[src/rtl/vgc_timing.sv]
// Video timing generator for the VGC raster engine: pixel clock-enable, H/V raster
// counters, registered sync/blank decode, frame/VBL pulses and IIGS count snapshot.
module vgc_timing #(
    parameter int         CE_DIV    = 2,
    parameter int         H_TOTAL   = 924,
    parameter int         H_VISIBLE = 704,
    parameter int         HS_START  = 760,
    parameter int         HS_END    = 824,
    parameter int         V_TOTAL   = 262,
    parameter int         V_VISIBLE = 224,
    parameter int         VS_START  = 234,
    parameter int         VS_END    = 237,
    parameter logic [8:0] VCNT_BASE = 9'h0FA
) (
    input  logic       clk_vid,
    input  logic       reset_n,
    output logic       ce_pix,
    output logic [9:0] H,
    output logic [8:0] V,
    output logic       hsync,
    output logic       vsync,
    output logic       hblank,
    output logic       vblank,
    output logic       sof,
    output logic       vbl_start,
    input  logic       cnt_rd,
    output logic [7:0] vertcnt,
    output logic [7:0] horizcnt
);

    localparam logic [3:0] DIV_LAST = 4'(CE_DIV - 1);
    localparam logic [9:0] H_LAST   = 10'(H_TOTAL - 1);
    localparam logic [9:0] H_VIS    = 10'(H_VISIBLE);
    localparam logic [9:0] HS_S     = 10'(HS_START);
    localparam logic [9:0] HS_E     = 10'(HS_END);
    localparam logic [8:0] V_LAST   = 9'(V_TOTAL - 1);
    localparam logic [8:0] V_VIS    = 9'(V_VISIBLE);
    localparam logic [8:0] VS_S     = 9'(VS_START);
    localparam logic [8:0] VS_E     = 9'(VS_END);

    logic [3:0] div_reg;
    logic [3:0] div_next;
    logic       ce_next;
    logic [9:0] h_next;
    logic [8:0] v_next;
    logic [3:0] hsub_reg;
    logic [3:0] hsub_next;
    logic [6:0] hslot_reg;
    logic [6:0] hslot_next;
    logic [7:0] hslot_sum;
    logic [6:0] hcount;
    logic [8:0] vcount;

    always_comb begin
        ce_next    = (div_reg == DIV_LAST);
        div_next   = ce_next ? 4'd0 : div_reg + 4'd1;
        h_next     = H;
        v_next     = V;
        hsub_next  = hsub_reg;
        hslot_next = hslot_reg;
        if (ce_pix) begin
            if (H == H_LAST) begin
                h_next     = 10'd0;
                hsub_next  = 4'd0;
                hslot_next = 7'd0;
                v_next     = (V == V_LAST) ? 9'd0 : V + 9'd1;
            end else begin
                h_next = H + 10'd1;
                if (hsub_reg == 4'd13) begin
                    hsub_next  = 4'd0;
                    hslot_next = hslot_reg + 7'd1;
                end else begin
                    hsub_next = hsub_reg + 4'd1;
                end
            end
        end
    end

    // hcount = 0x40 + hslot - 1 for hslot >= 1; bit 7 of the sum flags overflow past 0x7F
    assign hslot_sum = 8'h3F + {1'b0, hslot_reg};
    assign hcount    = (hslot_reg == 7'd0) ? 7'd0 :
                       (hslot_sum[7] ? 7'h7F : hslot_sum[6:0]);
    assign vcount    = VCNT_BASE + V;

    // Decodes are computed from the next H/V so they line up with the registered counters.
    always_ff @(posedge clk_vid or negedge reset_n) begin
        if (!reset_n) begin
            div_reg   <= 4'd0;
            ce_pix    <= 1'b0;
            H         <= 10'd0;
            V         <= 9'd0;
            hsub_reg  <= 4'd0;
            hslot_reg <= 7'd0;
            hsync     <= 1'b0;
            vsync     <= 1'b0;
            hblank    <= 1'b0;
            vblank    <= 1'b0;
            sof       <= 1'b0;
            vbl_start <= 1'b0;
            vertcnt   <= 8'd0;
            horizcnt  <= 8'd0;
        end else begin
            div_reg   <= div_next;
            ce_pix    <= ce_next;
            H         <= h_next;
            V         <= v_next;
            hsub_reg  <= hsub_next;
            hslot_reg <= hslot_next;
            hsync     <= (h_next >= HS_S) && (h_next < HS_E);
            vsync     <= (v_next >= VS_S) && (v_next < VS_E);
            hblank    <= (h_next >= H_VIS);
            vblank    <= (v_next >= V_VIS);
            sof       <= ce_next && (h_next == 10'd0) && (v_next == 9'd0);
            vbl_start <= ce_next && (h_next == 10'd0) && (v_next == V_VIS);
            if (cnt_rd) begin
                vertcnt  <= vcount[8:1];
                horizcnt <= {vcount[0], hcount};
            end
        end
    end

endmodule

[config.mk]
export PLATFORM = sky130hd
export DESIGN_NAME = vgc_timing
export DESIGN_NICKNAME = d
export VERILOG_FILES = /design/src/rtl/vgc_timing.sv
export SDC_FILE = /design/constraint.sdc
export NUM_CORES = 1
export LEC_CHECK = 0
export BUFFER_PORTS_ARGS = -buffer_cell sky130_fd_sc_hd__buf_2
export CELL_PAD_IN_SITES_DETAIL_PLACEMENT = 0
export CELL_PAD_IN_SITES_GLOBAL_PLACEMENT = 2
export CORE_AREA = 10 10 107 109
export CTS_BUF_LIST = sky130_fd_sc_hd__clkbuf_16
export CTS_CLUSTER_SIZE = 12
export DETAILED_ROUTE_END_ITERATION = 10
export DIE_AREA = 0 0 117 119
export MAX_ROUTING_LAYER = met4
export PLACE_DENSITY_LB_ADDON = 0.1
export SLEW_MARGIN = 15
export SYNTH_ARGS = -nofsm -noshare
export SYNTH_HDL_FRONTEND = slang
export SYNTH_SLANG_ARGS = --single-unit
export TNS_END_PERCENT = 1
[constraint.sdc]
create_clock -name clk_vid -period 2.7 [get_ports clk_vid]
set_input_delay 0.54 -clock clk_vid [delete_from_list [all_inputs] [get_ports clk_vid]]
set_output_delay 0.54 -clock clk_vid [all_outputs]
set_load 0.02 [all_outputs]
==> out/summary.txt <==
status: finished, final reports clean
Synth warnings: 0
Syn-to-layout area delta: 21.8%
register share of total power: 42.4%
largest register by flop count: H
arrival time worst endpoint: 2.64 ns
Sw Pwr: 450 uW
routed vias/inst: 5.11
Tcrit/Tclk final: 88.9%
crit path max fanout: 12
number of global-route vias before repair: 2648
DRC violation count after routing: 0
hold buffers post-CTS: 0
CTS Buf Count: 9
slowest library cell on the worst path: or4_1
post-synth cell types: 51
combinational share of power: 2.0%
Clk pwr share: 55.6%
fillcell total: 990
CP Launch Type: flop
CTS max path bufs: 2
Pins Over Slew Limit: 0
TritonRoute pass-1 iters: 4
Setup CP Type: reg2reg
Place WS: 0.304 ns
most common cell after layout, fill and taps aside: dfrtp_1
Core Area: 9460 sq um
Site Rows: 36
TritonCTS clock tree: yes
Post-layout nets: 405
Net Sw Frac: 22.2%
top cell type's share of synthesized area: 45.0%
Yosys reg bits: 57
top cell type by total area after synthesis: dfrtp_1
initial antenna violation count: 0
P_leak: 1.81 nW
I/O pin count: 45
overall power: 2.03 mW
Post-synth ARST share: 100%
die area: 13900 sq um
antenna-violating nets left: 0
internal power: 1.58 mW
Reg clk slew, reported paths: 0.06 ns
share of layout cells above drive strength 1: 24.3%
Post-CTS Setup Bufs: 0
routed wire length: 8340 um
post-cts resize count: 0
post-synthesis cell area: 3170 sq um
post-synthesis sequential area ratio: 45.0%
number of synthesized flops with an enable pin: 0
Syn Area/Cell: 9.13 sq um
max FFs per register: 10
crit path cell chain: or3b_1 > or4_4 > or4_1 > a21oi_1 > a41oi_1 > a211oi_2
met3 usage: 3.26%
Final Hold Viols: 0
gp weighted congestion: 0.799
die width: 117 um
Clock Latency Late Sink: 0.32 ns
Max rail drop VDD: 0.270 mV
dpl cell area: 3560 sq um
relative slew slack: 42.8%
total track usage: 12.9%
Clock Skews: 0.00416 ns
largest net degree at the start of global routing: 39
first-pass GRT wire length: 13900 um
unrepaired setup endpoints after global routing: no
htree depth: 3
clock sink total: 57
post-DR wirelength/cell: 16.2 um
Design Area, Final: 3860 sq um
busiest layer in global routing: met2
number of max-cap violations: 0
pwr/cell area: 526 nW/um^2
starting density of the core: 33.5%
routing usage on met1: 16.2%
most frequent cells in the layout: dfrtp_1, buf_2, nand2_1
Top FF cell, synth: dfrtp_1
Synth area leaders: dfrtp_1, xnor2_1, nand2_1, a21oi_1, nor2_1
# port buffers: 44
met2 Usage GRT: 19.9%
die height: 119 um
Synth Net Count: 358
setup ws final: 0.300 ns
DPL Wire Length: 6060 um
Core Util, Final: 40.8%
CP required: 2.94 ns
Final Setup Violations: 0
min Tclk post-route: 2.40 ns
Setup crit end kind: flop
fmax: 417 MHz
Largest stage delay, worst path: 0.56 ns
Top Registers: H x10, V x9
DRT iter0 DRCs: 124
Cells after Synth: 347
slew of the pin with the lowest slew margin: 0.858 ns
overflow left after global routing: 0
Root Driver: clkbuf_16
HP Class: in2async
n_diodes: 0
setup TNS: 0 ns
Vias: 2623
[critical path, delay by kind of cell (launching register included)]
kind            cells  cell delay (ns)
compound gates      3             0.41
flops               1             0.43
simple gates        3             1.47
[synth_stat cells, types with 7 or more instances]
| cell | instances |
|---|---|
| xnor2_1 | 18 |
| nand2_1 | 36 |
| mux2_2 | 9 |
| nor3_1 | 10 |
| ha_1 | 8 |
| o21ai_0 | 19 |
| nand4_1 | 7 |
| dfrtp_1 | 57 |
| a21oi_1 | 26 |
| nor2_1 | 29 |
| inv_1 | 14 |
| xor2_1 | 9 |
| nand3_1 | 11 |
| clkbuf_1 | 20 |
[per-layer routing]
layer  vias to the layer above  wire, um
li1                       1313         -
met4                         0        82
met3                         7       314
met5                         -         0
met1                      1253      3960
met2                        50      3980
[cells by family (layout without fill, tap and decap cells)]
group / Yosys count / after routing / share of synthesized area (%)
compound gates: 66 / 66 / 12.2
xor+xnor: 27 / 27 / 7.46
fa+ha+maj: 8 / 8 / 3.16
buf+inv: 41 / 93 / 5.37
flops: 57 / 57 / 45.0
mux: 10 / 10 / 3.52
simple gates: 138 / 138 / 23.2
[layout make-up]
cell class              count  area (sq um)  area share, %
flip-flops and latches     57          1430           37.0
clock buffers               9           225           5.84
inverters                  14          52.6           1.36
multi-input cells         249          1580           40.9
clock inverters             7          71.3           1.85
well taps                 114           143           3.70
repair buffers             63           363           9.40
[per-stage QoR]
| step | std cells | hold slack, ns |
|---|---|---|
| finish | 513 | 0.325 |
| global route | 513 | 0.418 |
| CTS | 513 | 0.373 |
| detailed placement | 497 | 0.478 |
| global placement | 497 | 0.463 |
| floorplan | 347 | 0.244 |
[worst paths after layout]
| path | from | endpoint | slack (ns) | depth (start not counted) |
|---|---|---|---|---|
| setup / recovery | H[7] | vsync | 0.30 | 6 |
| hold / removal | reset_n | horizcnt[4] | 0.33 | 1 |
| setup reg to reg | H[7] | vsync | 0.30 | 6 |
| hold reg to reg | hsub_reg[3] | hsub_reg[3] | 0.48 | 1 |
| max in group asynchronous | reset_n | H[9] | 1.67 | 2 |
| min in group clk_vid | hsub_reg[3] | hsub_reg[3] | 0.48 | 1 |
[power groups by stage]
| stage | logic, mW | clock network (mW) | registers, mW |
|---|---|---|---|
| 3_5_place_dp | 0.0437 | 0 | 0.876 |
| 4_1_cts | 0.0439 | 1.16 | 0.861 |
| 2_1_floorplan | 0.0102 | 0 | 0.881 |
| 6_report | 0.0408 | 1.13 | 0.861 |
| 5_1_grt | 0.0482 | 1.20 | 0.861 |
| 3_3_place_gp | 0.0432 | 0 | 0.876 |
Power figures use the tool's default switching activity.
